--- src/rtl/rst_seq_sync.sv ---
// Reset synchroniser and staggered multi-domain reset sequencer with a four-phase soft-reset handshake.
// Optional reset-event counter and rst_evt_cnt port are built only when RST_EVT_CNT_EN is defined.
module rst_seq_sync #(
   parameter int SYNC_STAGES = 2,
   parameter int NUM_DOMAINS = 4,
   parameter int STAGGER     = 8,
   parameter int SOFT_PULSE  = 16,
   parameter int CNT_W       = 8
) (
   input  logic                   clk,
   input  logic                   reset_n,
   output logic [NUM_DOMAINS-1:0] rst_n_out,
   output logic                   ready,
   input  logic                   soft_req,
   output logic                   soft_ack
`ifdef RST_EVT_CNT_EN
   ,
   output logic [CNT_W-1:0]       rst_evt_cnt
`endif
);

   localparam int MAX_LOAD = (STAGGER > SOFT_PULSE) ? STAGGER : SOFT_PULSE;
   localparam int CW       = $clog2(MAX_LOAD + 1);

   typedef enum logic [2:0] {
      HOLD,
      SYNC,
      REL,
      SOFT,
      ACK,
      RUN
   } state_t;

   if (SYNC_STAGES < 2) begin : g_bad_sync
      $error("rst_seq_sync: SYNC_STAGES must be >= 2");
   end
   if (NUM_DOMAINS < 1) begin : g_bad_dom
      $error("rst_seq_sync: NUM_DOMAINS must be >= 1");
   end
   if (STAGGER < 1 || SOFT_PULSE < 1) begin : g_bad_time
      $error("rst_seq_sync: STAGGER and SOFT_PULSE must be >= 1");
   end
   if (CNT_W < 1) begin : g_bad_cnt
      $error("rst_seq_sync: CNT_W must be >= 1");
   end

   logic [SYNC_STAGES-1:0] sync;
   logic                   sync_out;
   state_t                 state;
   logic [CW-1:0]          cnt;
   logic                   soft_seq;
   logic [NUM_DOMAINS-1:0] rel_next;
   logic                   last_rel;
   logic                   cnt_done;
   logic                   ack_set;

   // Release of reset_n is shifted through a chain of ones; assertion clears it with no clock.
   // NOTE: async reset in the sensitivity list makes assertion immediate even with clk stopped.
   always_ff @(posedge clk or negedge reset_n) begin
      if (!reset_n) begin
         sync <= '0;
      end else begin
         sync <= {sync[SYNC_STAGES-2:0], 1'b1};
      end
   end

   assign sync_out = sync[SYNC_STAGES-1];

   // Domains release in order, so the released set is always a thermometer code.
   // NOTE: every always_comb output gets a default first so no latch is inferred.
   always_comb begin
      rel_next = '0;
      rel_next = (rst_n_out << 1) | NUM_DOMAINS'(1);
   end

   assign last_rel = &rel_next;
   assign cnt_done = (cnt == CW'(1));
   assign ack_set  = (state == REL) && cnt_done && (&rst_n_out) && soft_seq;

   // NOTE: sequential state uses non-blocking assignments so all registers update from pre-edge values.
   always_ff @(posedge clk or negedge reset_n) begin
      if (!reset_n) begin
         state     <= HOLD;
         cnt       <= '0;
         soft_seq  <= 1'b0;
         rst_n_out <= '0;
         ready     <= 1'b0;
         soft_ack  <= 1'b0;
      end else begin
         case (state)
            HOLD: begin
               state <= SYNC;
            end

            SYNC: begin
               if (sync_out) begin
                  rst_n_out <= rel_next;
                  cnt       <= last_rel ? CW'(1) : CW'(STAGGER);
                  state     <= REL;
               end
            end

            // One extra count after the last domain gives the settle cycle before ready.
            REL: begin
               if (cnt_done) begin
                  if (&rst_n_out) begin
                     ready <= 1'b1;
                     if (soft_seq) begin
                        soft_ack <= 1'b1;
                        state    <= ACK;
                     end else begin
                        state <= RUN;
                     end
                  end else begin
                     rst_n_out <= rel_next;
                     cnt       <= last_rel ? CW'(1) : CW'(STAGGER);
                  end
               end else begin
                  cnt <= cnt - CW'(1);
               end
            end

            SOFT: begin
               if (cnt_done) begin
                  rst_n_out <= rel_next;
                  cnt       <= last_rel ? CW'(1) : CW'(STAGGER);
                  state     <= REL;
               end else begin
                  cnt <= cnt - CW'(1);
               end
            end

            RUN: begin
               if (soft_req) begin
                  rst_n_out <= '0;
                  ready     <= 1'b0;
                  cnt       <= CW'(SOFT_PULSE);
                  soft_seq  <= 1'b1;
                  state     <= SOFT;
               end
            end

            ACK: begin
               if (!soft_req) begin
                  soft_ack <= 1'b0;
                  soft_seq <= 1'b0;
                  state    <= RUN;
               end
            end

            default: begin
               state <= HOLD;
            end
         endcase
      end
   end

`ifdef RST_EVT_CNT_EN
   // Counts completed soft resets; sticks at all-ones until the next reset_n.
   always_ff @(posedge clk or negedge reset_n) begin
      if (!reset_n) begin
         rst_evt_cnt <= '0;
      end else if (ack_set && !(&rst_evt_cnt)) begin
         rst_evt_cnt <= rst_evt_cnt + CNT_W'(1);
      end
   end
`endif

endmodule

--- config.mk ---
export PLATFORM = sky130hd
export DESIGN_NAME = rst_seq_sync
export DESIGN_NICKNAME = d
export VERILOG_FILES = /design/src/rtl/rst_seq_sync.sv
export SDC_FILE = /design/constraint.sdc
export NUM_CORES = 1
export LEC_CHECK = 0
export ABC_AREA = 1
export CAP_MARGIN = 10
export CORE_MARGIN = 1.5
export CORE_UTILIZATION = 40
export DETAILED_ROUTE_END_ITERATION = 8
export PLACE_DENSITY = 0.56
export SYNTH_ARGS = -nofsm -noshare
export SYNTH_HDL_FRONTEND = slang
export SYNTH_SLANG_ARGS = --single-unit
export TNS_END_PERCENT = 50
--- constraint.sdc ---
create_clock -name clk -period 1.9 [get_ports clk]
set_input_delay 0.38 -clock clk [delete_from_list [all_inputs] [get_ports clk]]
set_output_delay 0.38 -clock clk [all_outputs]
set_load 0.05 [all_outputs]
==> results of run 1 <==
-- power groups by stage --
stage	Sequential, mW	Combinational [mW]	Clock [mW]
2_1_floorplan	0.788	0.845	0
3_3_place_gp	0.666	1.20	0
3_5_place_dp	0.668	1.21	0
4_1_cts	0.659	1.22	0.212
5_1_grt	0.684	1.38	0.234
6_report	0.661	1.21	0.204
-- synthesized netlist by cell type, drive strengths merged --
master | n | area (sq um)
nand3 | 16 | 103
ha | 2 | 25.0
o22ai | 2 | 12.5
buf | 1 | 11.3
inv | 17 | 63.8
conb | 1 | 3.75
dfrtp | 17 | 425
nand4 | 1 | 6.26
nand2 | 37 | 154
o21ba | 1 | 10.0
o21a | 1 | 7.51
o21ai | 9 | 48.8
xnor2 | 1 | 8.76
nor2 | 17 | 115
-- what timing repair did --
action	4_1_cts	5_1_grt
endpoints found under the setup margin	0	3
gates resized for setup	0	3
setup buffers	0	0
-- state kept, by name, indices dropped and copies added, names as in the netlist --
| name | cells |
|---|---|
| cnt | 5 |
| rst_n_out | 4 |
| state | 3 |
| sync | 2 |
| ready | 1 |
| soft_ack | 1 |
| soft_seq | 1 |
-- cell type report --
type / instances / area (sq um) / area share (%)
Tap cell: 28 / 35.0 / 3.08
Sequential cell: 17 / 425 / 37.4
Clock buffer: 3 / 22.5 / 1.98
Inverter: 17 / 63.8 / 5.62
Multi-Input combinational cell: 88 / 494 / 43.5
Timing Repair Buffer: 9 / 87.6 / 7.71
Clock inverter: 1 / 7.51 / 0.661
-- per-stage QoR --
stage,hold slack (ps),worst slack [ps]
2_1_floorplan,84.4,348
5_1_grt,379,262
3_3_place_gp,332,292
3_5_place_dp,341,254
6_report,365,418
4_1_cts,368,7.48
-- cell families after synthesis --
family | share of synthesized area (%)
fa+ha+maj | 2.52
flops | 42.8
xor+xnor | 0.881
buf+inv | 7.55
other cells | 0.377
simple gates | 38.0
compound gates | 7.92
-- how the worst min path moves through the flow --
stage	startpoint	endpoint	slack, ps	depth (start not counted)
after global routing	sync[0]	sync[1]	380	0
after CTS	sync[0]	sync[1]	370	0
after global placement	sync[0]	sync[1]	330	0
after floorplan	reset_n	cnt[0]	80	0
final	sync[0]	sync[1]	370	0
after detailed placement	sync[0]	sync[1]	340	0
-- cells in the final DEF (no fill, tap or decap) --
cell and n:
nand2_1 33, ha_1 2, nand2_4 1, nor2_2 2, nand3_4 1, nor2_1 10, o21ai_2 1, o21a_1 1
nand2_2 3, o21ai_0 5, o22ai_1 2, nor2_4 4, o21ba_2 1, nor2_8 1, conb_1 1, inv_2 3
dlymetal6s2s_1 3, buf_4 4, o21ai_1 3, nand4_1 1, dfrtp_1 17, nand3_1 13, nand3_2 2, clkbuf_4 3
clkinvlp_4 1, inv_1 14, clkdlybuf4s50_1 2, xnor2_1 1
-- metal layers --
layer	share of wire [%]	vias to the layer above	track usage, %
li1	-	416	-
met1	52	345	22.7
met2	44	11	27.9
met3	3.6	2	5.37
met4	0.76	0	4.27
met5	0	-	0
==> metrics.csv, run 1 <==
stage;metric;value;unit
status;status;finished, final reports clean;
synth;ys_ff_latch;17;
critical_path;path_max_fanout;3;
layout;design_area;1140;sq um
sta;skew;4.82;ps
sta;hold_viol_final;0;
critical_path;end_kind;output port;
route;via_per_inst;4.75;
critical_path;crit_required;1520;ps
critical_path;crit_chain;dlymetal6s2s_1;
pwr;clkPwrFrac;9.9;%
synth;yosysWarningCount;0;
cts;cts_tree;done;
global_routing;grt_pass1_wl;3.53;mm
run;cap_violations;0;
sta;worstMarginPinSlew;502;ps
route;vias;774;
layout;final_cells;163;
route;drtIter0Drc;18;
global_routing;grt-ovfl-total;0;
floorplanning;ios;9;
sta;period_needed;1480;ps
pwr;seqPwrFrac;31.9;%
pwr;cellLeakagePower;0.619;nW
synth;synth_fp_nets;128;
synth;seq_area_frac_synth;42.8;%
critical_path;path_buf_inv;1;
sta;finalMaxSlewViolations;0;
placement;dpl.hpwl;1.37;mm
critical_path;crit_start;rst_n_out[3];
layout;drive_gt1_share;20.0;%
cts;clk_path_buf_depth;2;
sta;max_slew_margin;66.5;%
cts;clk_pin_slew;110;ps
critical_path;start_kind;flop;
placement;routabilityCongestion;0.750;
sta;fin_tns_setup;0;ps
floorplanning;dieArea;2790;sq um
cts;cts_sinks;17;
critical_path;cp-endpoint;rst_n_out[3];
floorplanning;die_h;52.9;um
layout;area_delta_synth_final;14.2;%
synth;syn_area;995;sq um
sta;max_freq;675;MHz
pwr;power_switching;1.06;mW
route;routed_wl;1.84;mm
pwr;p_sw_share;51.1;%
sta;rsz0062_at_grt;no;
floorplanning;core;2280;sq um
placement;place_area;1100;sq um
critical_path;crit_type;reg2out;
critical_path;ff2ff_setup_slack;450;ps
critical_path;regToRegStartpoint;cnt[1];
global_routing;grt_use_total;17.4;%
cts;root_buffer;clkbuf_4;
layout;nFillCells;213;
critical_path;crit_slowest_cell;dlymetal6s2s_1;
critical_path;rr_worst_depth;7;
synth;yosysUniqueCellTypes;24;
hold_path;hold_class;reg2reg;
sta;period_share;78.0;%
critical_path;cp.depth;1;
critical_path;arrival;1100;ps
pwr;combPwrFrac;58.3;%
route;wl_per_cell;11.3;um
cts;cts_max_level;1;
global_routing;grt_pass1_vias;823;
layout;antennaDiodeCount;0;
synth;avgSynthCellArea;8.09;sq um
sta;setup_viol;0;
critical_path;slowest_delay;430;ps
floorplanning;die_w;52.9;um
critical_path;critPathTopFamily;buffers and inverters;
synth;synthCells;123;
layout;fin_nets;141;
cts;clock_latency;290;ps
pwr;vdd_drop_max;906;uV
global_routing;grt_antenna_before_repair;0;
placement;dp.cells;159;
pwr;internal_power;1.01;mW
cts;cts_buffers;3;
floorplanning;initial_utilization;43.7;%
layout;fin_util;49.9;%
route;drc;0;
pwr;p_per_area;1830;nW/um^2
floorplanning;rows;17;
pwr;finalPower;2.07;mW
global_routing;grt_max_degree;18;
cts;ctsHoldBuffers;0;
critical_path;r2r_end;rst_n_out[2];
route;first_pass_iters;4;
route;ant_nets;0;
placement;portBuffers;8;
(Power assumes the default switching activity.)
==> run 2: changes to the inputs <==
==> constraint.sdc (replaced) <==
create_clock -name clk -period 1.45 [get_ports clk]
set_input_delay 0.29 -clock clk [delete_from_list [all_inputs] [get_ports clk]]
set_output_delay 0.29 -clock clk [all_outputs]
set_load 0.05 [all_outputs]
==> run 2 against run 1 <==
  * Worst hold slack got worse by 55 ps
  * Power increased by 52%
  * Via count increased by 6.5%
  * Sequential power increased by 38%
  * First-iteration DRC count decreased by 39%
  * Cell area increased by 16%
  * Clock power increased by 23%
  * Combinational power increased by 64%
  * Global-route usage increased by 0.25 points
  * Setup slack got worse by 320 ps
  * Critical path type is now reg2reg
  * Largest power group unchanged
==> metrics.csv, run 2 (synthesized netlist as in run 1, its figures left out) <==
stage;metric;value;unit;change
status;status;finished, final reports clean;;unchanged
sta;fin_tns_setup;0;ps;unchanged
route;via_per_inst;4.74;;was 4.75
placement;portBuffers;8;;unchanged
critical_path;path_buf_inv;2;;was 1
critical_path;crit_top_cell;nand2_1;;
floorplanning;core;2280;sq um;unchanged
route;first_pass_iters;4;;unchanged
critical_path;rr_worst_depth;8;;was 7
placement;dpl.hpwl;1.43;mm;was 1.37 mm
route;routed_wl;1.97;mm;was 1.84 mm
cts;ctsHoldBuffers;0;;unchanged
route;drc;0;;unchanged
layout;antennaDiodeCount;0;;unchanged
layout;top_register;cnt;;unchanged
placement;routabilityCongestion;0.803;;was 0.750
critical_path;slowest_delay;440;ps;was 430 ps
sta;setup_viol;0;;unchanged
cts;clk_pin_slew;100;ps;was 110 ps
critical_path;crit_chain;inv_2 > nor2_2 > nand2_1 > nand3_4 > nor2_8 > inv_2 > nand2_1 > nand2_1;;was dlymetal6s2s_1
sta;period_share;93.0;%;
critical_path;ff2ff_setup_slack;100;ps;was 450 ps
sta;period_needed;1350;ps;
critical_path;path_max_fanout;9;;was 3
global_routing;grt_max_degree;18;;unchanged
layout;drive_gt1_share;35.6;%;was 20.0%
route;vias;824;;was 774
cts;cts_tree;done;;unchanged
route;wl_per_cell;11.3;um;about the same
pwr;p_per_area;2400;nW/um^2;was 1830 nW/um^2
critical_path;end_kind;flop;;was output port
hold_path;hold_class;in2async;;was reg2reg
floorplanning;dieArea;2790;sq um;unchanged
floorplanning;rows;17;;unchanged
sta;max_freq;741;MHz;
layout;largest_reg_flops;5;;unchanged
global_routing;grt-ovfl-total;0;;unchanged
sta;holdWs;311;ps;was 365 ps
route;ant_nets;0;;unchanged
critical_path;r2r_end;cnt[0];;was rst_n_out[2]
global_routing;grt_pass1_wl;3.58;mm;was 3.53 mm
global_routing;grt_pass1_vias;813;;was 823
floorplanning;die_w;52.9;um;unchanged
critical_path;crit_type;reg2reg;;was reg2out
layout;multi_input_area;524;sq um;was 494 sq um
floorplanning;ios;9;;unchanged
layout;regArea;435;sq um;was 425 sq um
critical_path;regToRegStartpoint;state[0];;was cnt[1]
layout;area_delta_synth_final;32.2;%;was 14.2%
critical_path;cp-endpoint;cnt[0];;was rst_n_out[3]
critical_path;critPathTopFamily;simple AND/OR/NAND/NOR gates;;was buffers and inverters
layout;fin_nets;152;;was 141
floorplanning;initial_utilization;43.7;%;unchanged
critical_path;crit_slowest_cell;dfrtp_1;;was dlymetal6s2s_1
critical_path;cp.depth;8;;was 1
global_routing;grt_use_total;17.6;%;was 17.4%
sta;hold_viol_final;0;;unchanged
route;drtIter0Drc;11;;was 18
critical_path;crit_required;1630;ps;was 1520 ps
sta;finalMaxSlewViolations;0;;unchanged
cts;cts_buffers;3;;unchanged
critical_path;arrival;1530;ps;was 1100 ps
cts;clock_latency;290;ps;about the same
layout;final_common_cell;nand2_1;;unchanged
cts;cts_max_level;1;;unchanged
layout;mostFrequentLayoutCells;nand2_1, inv_1, nand3_1;;was nand2_1, dfrtp_1, inv_1
floorplanning;die_h;52.9;um;unchanged
pwr;vdd_drop_max;1550;uV;was 906 uV
critical_path;crit_start;state[0];;was rst_n_out[3]
layout;largestRegisters;cnt (5), rst_n_out (4), state (3);;unchanged
layout;nFillCells;218;;was 213
global_routing;grt_antenna_before_repair;0;;unchanged
sta;skew;8.52;ps;was 4.82 ps
pwr;cellLeakagePower;0.641;nW;was 0.619 nW
cts;cts_sinks;17;;unchanged
pwr;finalPower;3.15;mW;was 2.07 mW
cts;root_buffer;clkbuf_4;;unchanged
run;cap_violations;0;;unchanged
cts;clk_path_buf_depth;2;;unchanged
critical_path;start_kind;flop;;unchanged
## run 2: layout make-up
type,instances,share of cell area [%]
Timing Repair Buffer,20,17.5
Sequential cell,17,33.1
Inverter,17,4.85
Clock buffer,4,2.00
Tap cell,28,2.66
Multi-Input combinational cell,88,39.9
## run 2: where the power goes
part | total [mW] | internal [mW] | switching, mW
logic | 1.99 | 0.867 | 1.12
registers | 0.913 | 0.680 | 0.233
clock network | 0.251 | 0.107 | 0.144
total | 3.15 | 1.65 | 1.50
## run 2: worst min-delay path by stage
stage                to     from  slack (ps)  cells past startpoint
2_1_floorplan    cnt[0]  reset_n          -6                      0
3_3_place_gp    sync[1]  sync[0]         330                      0
3_5_place_dp    sync[1]  sync[0]         340                      0
4_1_cts        soft_ack  reset_n         310                      2
5_1_grt           ready  reset_n         350                      2
6_report       soft_ack  reset_n         310                      2
## run 2: timing repair
action / CTS / global route
gates resized for setup: 0 / 12
setup buffers: 0 / 5
endpoints found under the setup margin: 0 / 10
## run 2: layer usage
layer / vias up / GRT usage [%] / part of all wire [%]
met5: - / 0 / 0
met4: 0 / 8.12 / 0.86
met3: 2 / 3.95 / 3.5
met2: 13 / 26.0 / 44
met1: 377 / 24.4 / 51
li1: 432 / - / -
## run 2: metrics by stage
step                      utilization [%]  cells  setup WS, ps  area, sq um
after global routing                 57.8    174         -27.9         1320
after floorplan                         -    123          70.5          998
after global placement               53.4    165         -66.2         1210
after CTS                            54.5    169          8.27         1240
after detailed placement             53.4    165         -83.6         1210
final                                57.8    174           101         1320
==> run 3: changes to the inputs <==
--- a/config.mk
+++ b/config.mk
@@ -7,10 +7,12 @@
 export LEC_CHECK = 0
 export ABC_AREA = 1
 export CAP_MARGIN = 10
+export CELL_PAD_IN_SITES_DETAIL_PLACEMENT = 1
+export CELL_PAD_IN_SITES_GLOBAL_PLACEMENT = 1
 export CORE_MARGIN = 1.5
-export CORE_UTILIZATION = 40
+export CORE_UTILIZATION = 37
 export DETAILED_ROUTE_END_ITERATION = 8
-export PLACE_DENSITY = 0.56
+export PLACE_DENSITY = 0.7
 export SYNTH_ARGS = -nofsm -noshare
 export SYNTH_HDL_FRONTEND = slang
 export SYNTH_SLANG_ARGS = --single-unit
==> constraint.sdc (replaced) <==
create_clock -name clk -period 1.17 [get_ports clk]
set_input_delay 0.234 -clock clk [delete_from_list [all_inputs] [get_ports clk]]
set_output_delay 0.234 -clock clk [all_outputs]
set_load 0.05 [all_outputs]
==> run 3 against run 2 <==
  * The run now ends with setup timing left
  * Cell area increased by 22%
  * Die area increased by 7.7%
  * Utilization increased by 6.5 points
==> metrics.csv, run 3 (synthesized netlist as in run 1, its figures left out) <==
stage;metric;value;unit;change
status;status;finished, violations left;;was finished, final reports clean
status;violations;setup timing;;
pwr;cellLeakagePower;0.789;nW;was 0.641 nW
pwr;p_per_area;3150;nW/um^2;was 2400 nW/um^2
placement;dp.cells;189;;was 165
sta;fin_tns_setup;-2650;ps;was 0 ps
cts;cts_tree;done;;unchanged
global_routing;grt_busiest_layer;met2;;unchanged
sta;fin_ws;-229;ps;was 101 ps
layout;top_register;cnt;;unchanged
global_routing;grt_pass1_wl;5.29;mm;was 3.58 mm
placement;portBuffers;8;;unchanged
cts;cts_max_level;1;;unchanged
critical_path;path_max_fanout;9;;unchanged
floorplanning;core;2500;sq um;was 2280 sq um
cts;clk_path_buf_depth;2;;unchanged
cts;cts_buffers;3;;unchanged
global_routing;gr-usage-met1;28.8;%;was 24.4%
critical_path;start_kind;flop;;unchanged
critical_path;arrival;1610;ps;was 1530 ps
floorplanning;rows;18;;was 17
layout;area_delta_synth_final;61.5;%;was 32.2%
global_routing;grt_max_degree;13;;was 18
cts;clk_pin_slew;120;ps;was 100 ps
pwr;finalPower;5.06;mW;was 3.15 mW
sta;rsz0062_at_grt;yes;;
critical_path;crit_type;reg2reg;;unchanged
route;vias;1021;;was 824
sta;period_share;120;%;was 93.0%
cts;cts_sinks;17;;unchanged
layout;mostFrequentLayoutCells;nand2_1, buf_4, dfrtp_1;;was nand2_1, inv_1, nand3_1
pwr;vdd_drop_max;2010;uV;was 1550 uV
hold_path;hold_class;in2async;;unchanged
layout;final_cells;197;;was 174
placement;dpl.hpwl;2.27;mm;was 1.43 mm
layout;drive_gt1_share;54.5;%;was 35.6%
global_routing;grt_antenna_before_repair;0;;unchanged
global_routing;use_met2;49.2;%;was 26.0%
global_routing;grt_pass1_vias;1090;;was 813
layout;largest_reg_flops;5;;unchanged
route;wl_per_cell;18.8;um;was 11.3 um
critical_path;crit_slowest_cell;dfrtp_2;;was dfrtp_1
route;ant_nets;0;;unchanged
sta;finalMaxSlewViolations;0;;unchanged
critical_path;slowest_delay;500;ps;was 440 ps
sta;max_freq;715;MHz;was 741 MHz
critical_path;end_kind;flop;;unchanged
critical_path;crit_top_cell;nand2_1;;unchanged
route;drc;0;;unchanged
layout;fin_nets;173;;was 152
floorplanning;ios;9;;unchanged
cts;clock_latency;310;ps;was 290 ps
route;routed_wl;3.71;mm;was 1.97 mm
floorplanning;dieArea;3010;sq um;was 2790 sq um
global_routing;grt-ovfl-total;0;;unchanged
route;first_pass_iters;4;;unchanged
route;via_per_inst;5.18;;was 4.74
sta;skew;11.3;ps;was 8.52 ps
critical_path;critPathTopFamily;simple AND/OR/NAND/NOR gates;;unchanged
global_routing;grt_use_total;26.6;%;was 17.6%
critical_path;crit_required;1380;ps;was 1630 ps
route;drtIter0Drc;11;;unchanged
sta;setup_viol;19;;was 0
critical_path;crit_chain;o21ai_4 > nand3_4 > nor2_8 > inv_2 > nand2_1 > nand2_1;;was inv_2 > nor2_2 > nand2_1 > nand3_4 > nor2_8 > inv_2 > nand2_1 > nand2_1
layout;largestRegisters;cnt (5), rst_n_out (4), state (3);;unchanged
placement;routabilityCongestion;0.862;;was 0.803
layout;nFillCells;285;;was 218
run;cap_violations;0;;unchanged
global_routing;met3_usage;4.92;%;was 3.95%
floorplanning;initial_utilization;39.8;%;was 43.7%
floorplanning;die_w;54.9;um;was 52.9 um
critical_path;path_buf_inv;1;;was 2
sta;hold_viol_final;0;;unchanged
layout;antennaDiodeCount;0;;unchanged
sta;period_needed;1400;ps;was 1350 ps
floorplanning;die_h;54.9;um;was 52.9 um
cts;root_buffer;clkbuf_4;;unchanged
-- run 3: changes by cell type in the layout (fill, tap and decap cells not counted), moves of 4 or more --
cell | previous run | this run
buf_6 | 0 | 6
nor2_2 | 2 | 6
nand2_1 | 31 | 27
nor2_1 | 10 | 4
nand3_1 | 13 | 7
buf_4 | 12 | 27
nand3_2 | 1 | 7
-- run 3: final timing paths --
path | cells past startpoint | slack, ps | startpoint | end
min reg2reg | 0 | 370 | sync[0] | sync[1]
max reg2reg | 6 | -230 | state[1] | cnt[3]
max | 6 | -230 | state[1] | cnt[3]
min | 2 | 220 | reset_n | sync[0]
min in group clk | 0 | 370 | sync[0] | sync[1]
max in group asynchronous | 2 | 740 | reset_n | state[1]
-- run 3: repair_timing --
item / CTS / global route
setup endpoints to repair: 19 / 19
hold buffers: 0 / 0
setup buffers: 3 / 2
gates cloned: 0 / 0
pin swaps: 8 / 5
resized for setup: 30 / 12
-- run 3: area by class of cell --
class / count / area [sq um] / area share, %
repair buffers: 41 / 410 / 25.5
multi-input cells: 88 / 634 / 39.5
inverters: 17 / 66.3 / 4.13
flip-flops and latches: 17 / 432 / 26.9
well taps: 30 / 37.5 / 2.34
clock buffers: 4 / 26.3 / 1.64
-- run 3: per-layer routing --
metal | part of all wire (%) | up-vias
li1 | - | 477
met1 | 38 | 488
met2 | 53 | 35
met3 | 2.8 | 21
met4 | 5.5 | 0
met5 | 0 | -
-- run 3: power breakdown --
| group | total [mW] | internal (mW) | switching, mW | leakage (nW) |
|---|---|---|---|---|
| sequential | 1.08 | 0.832 | 0.243 | 0.208 |
| clock | 0.352 | 0.133 | 0.219 | 0.0150 |
| combinational | 3.64 | 1.58 | 2.06 | 0.566 |
| total | 5.06 | 2.54 | 2.52 | 0.789 |
-- run 3: stage by stage --
| stage | worst slack (ps) | cell area (sq um) | hold WS, ps | utilization (%) |
|---|---|---|---|---|
| after floorplan | -144 | 1010 | -61.6 | - |
| after global placement | -290 | 1390 | 336 | 55.7 |
| after detailed placement | -390 | 1390 | 348 | 55.7 |
| after CTS | -145 | 1550 | 227 | 61.8 |
| after global routing | -301 | 1610 | 240 | 64.3 |
| final | -229 | 1610 | 219 | 64.3 |
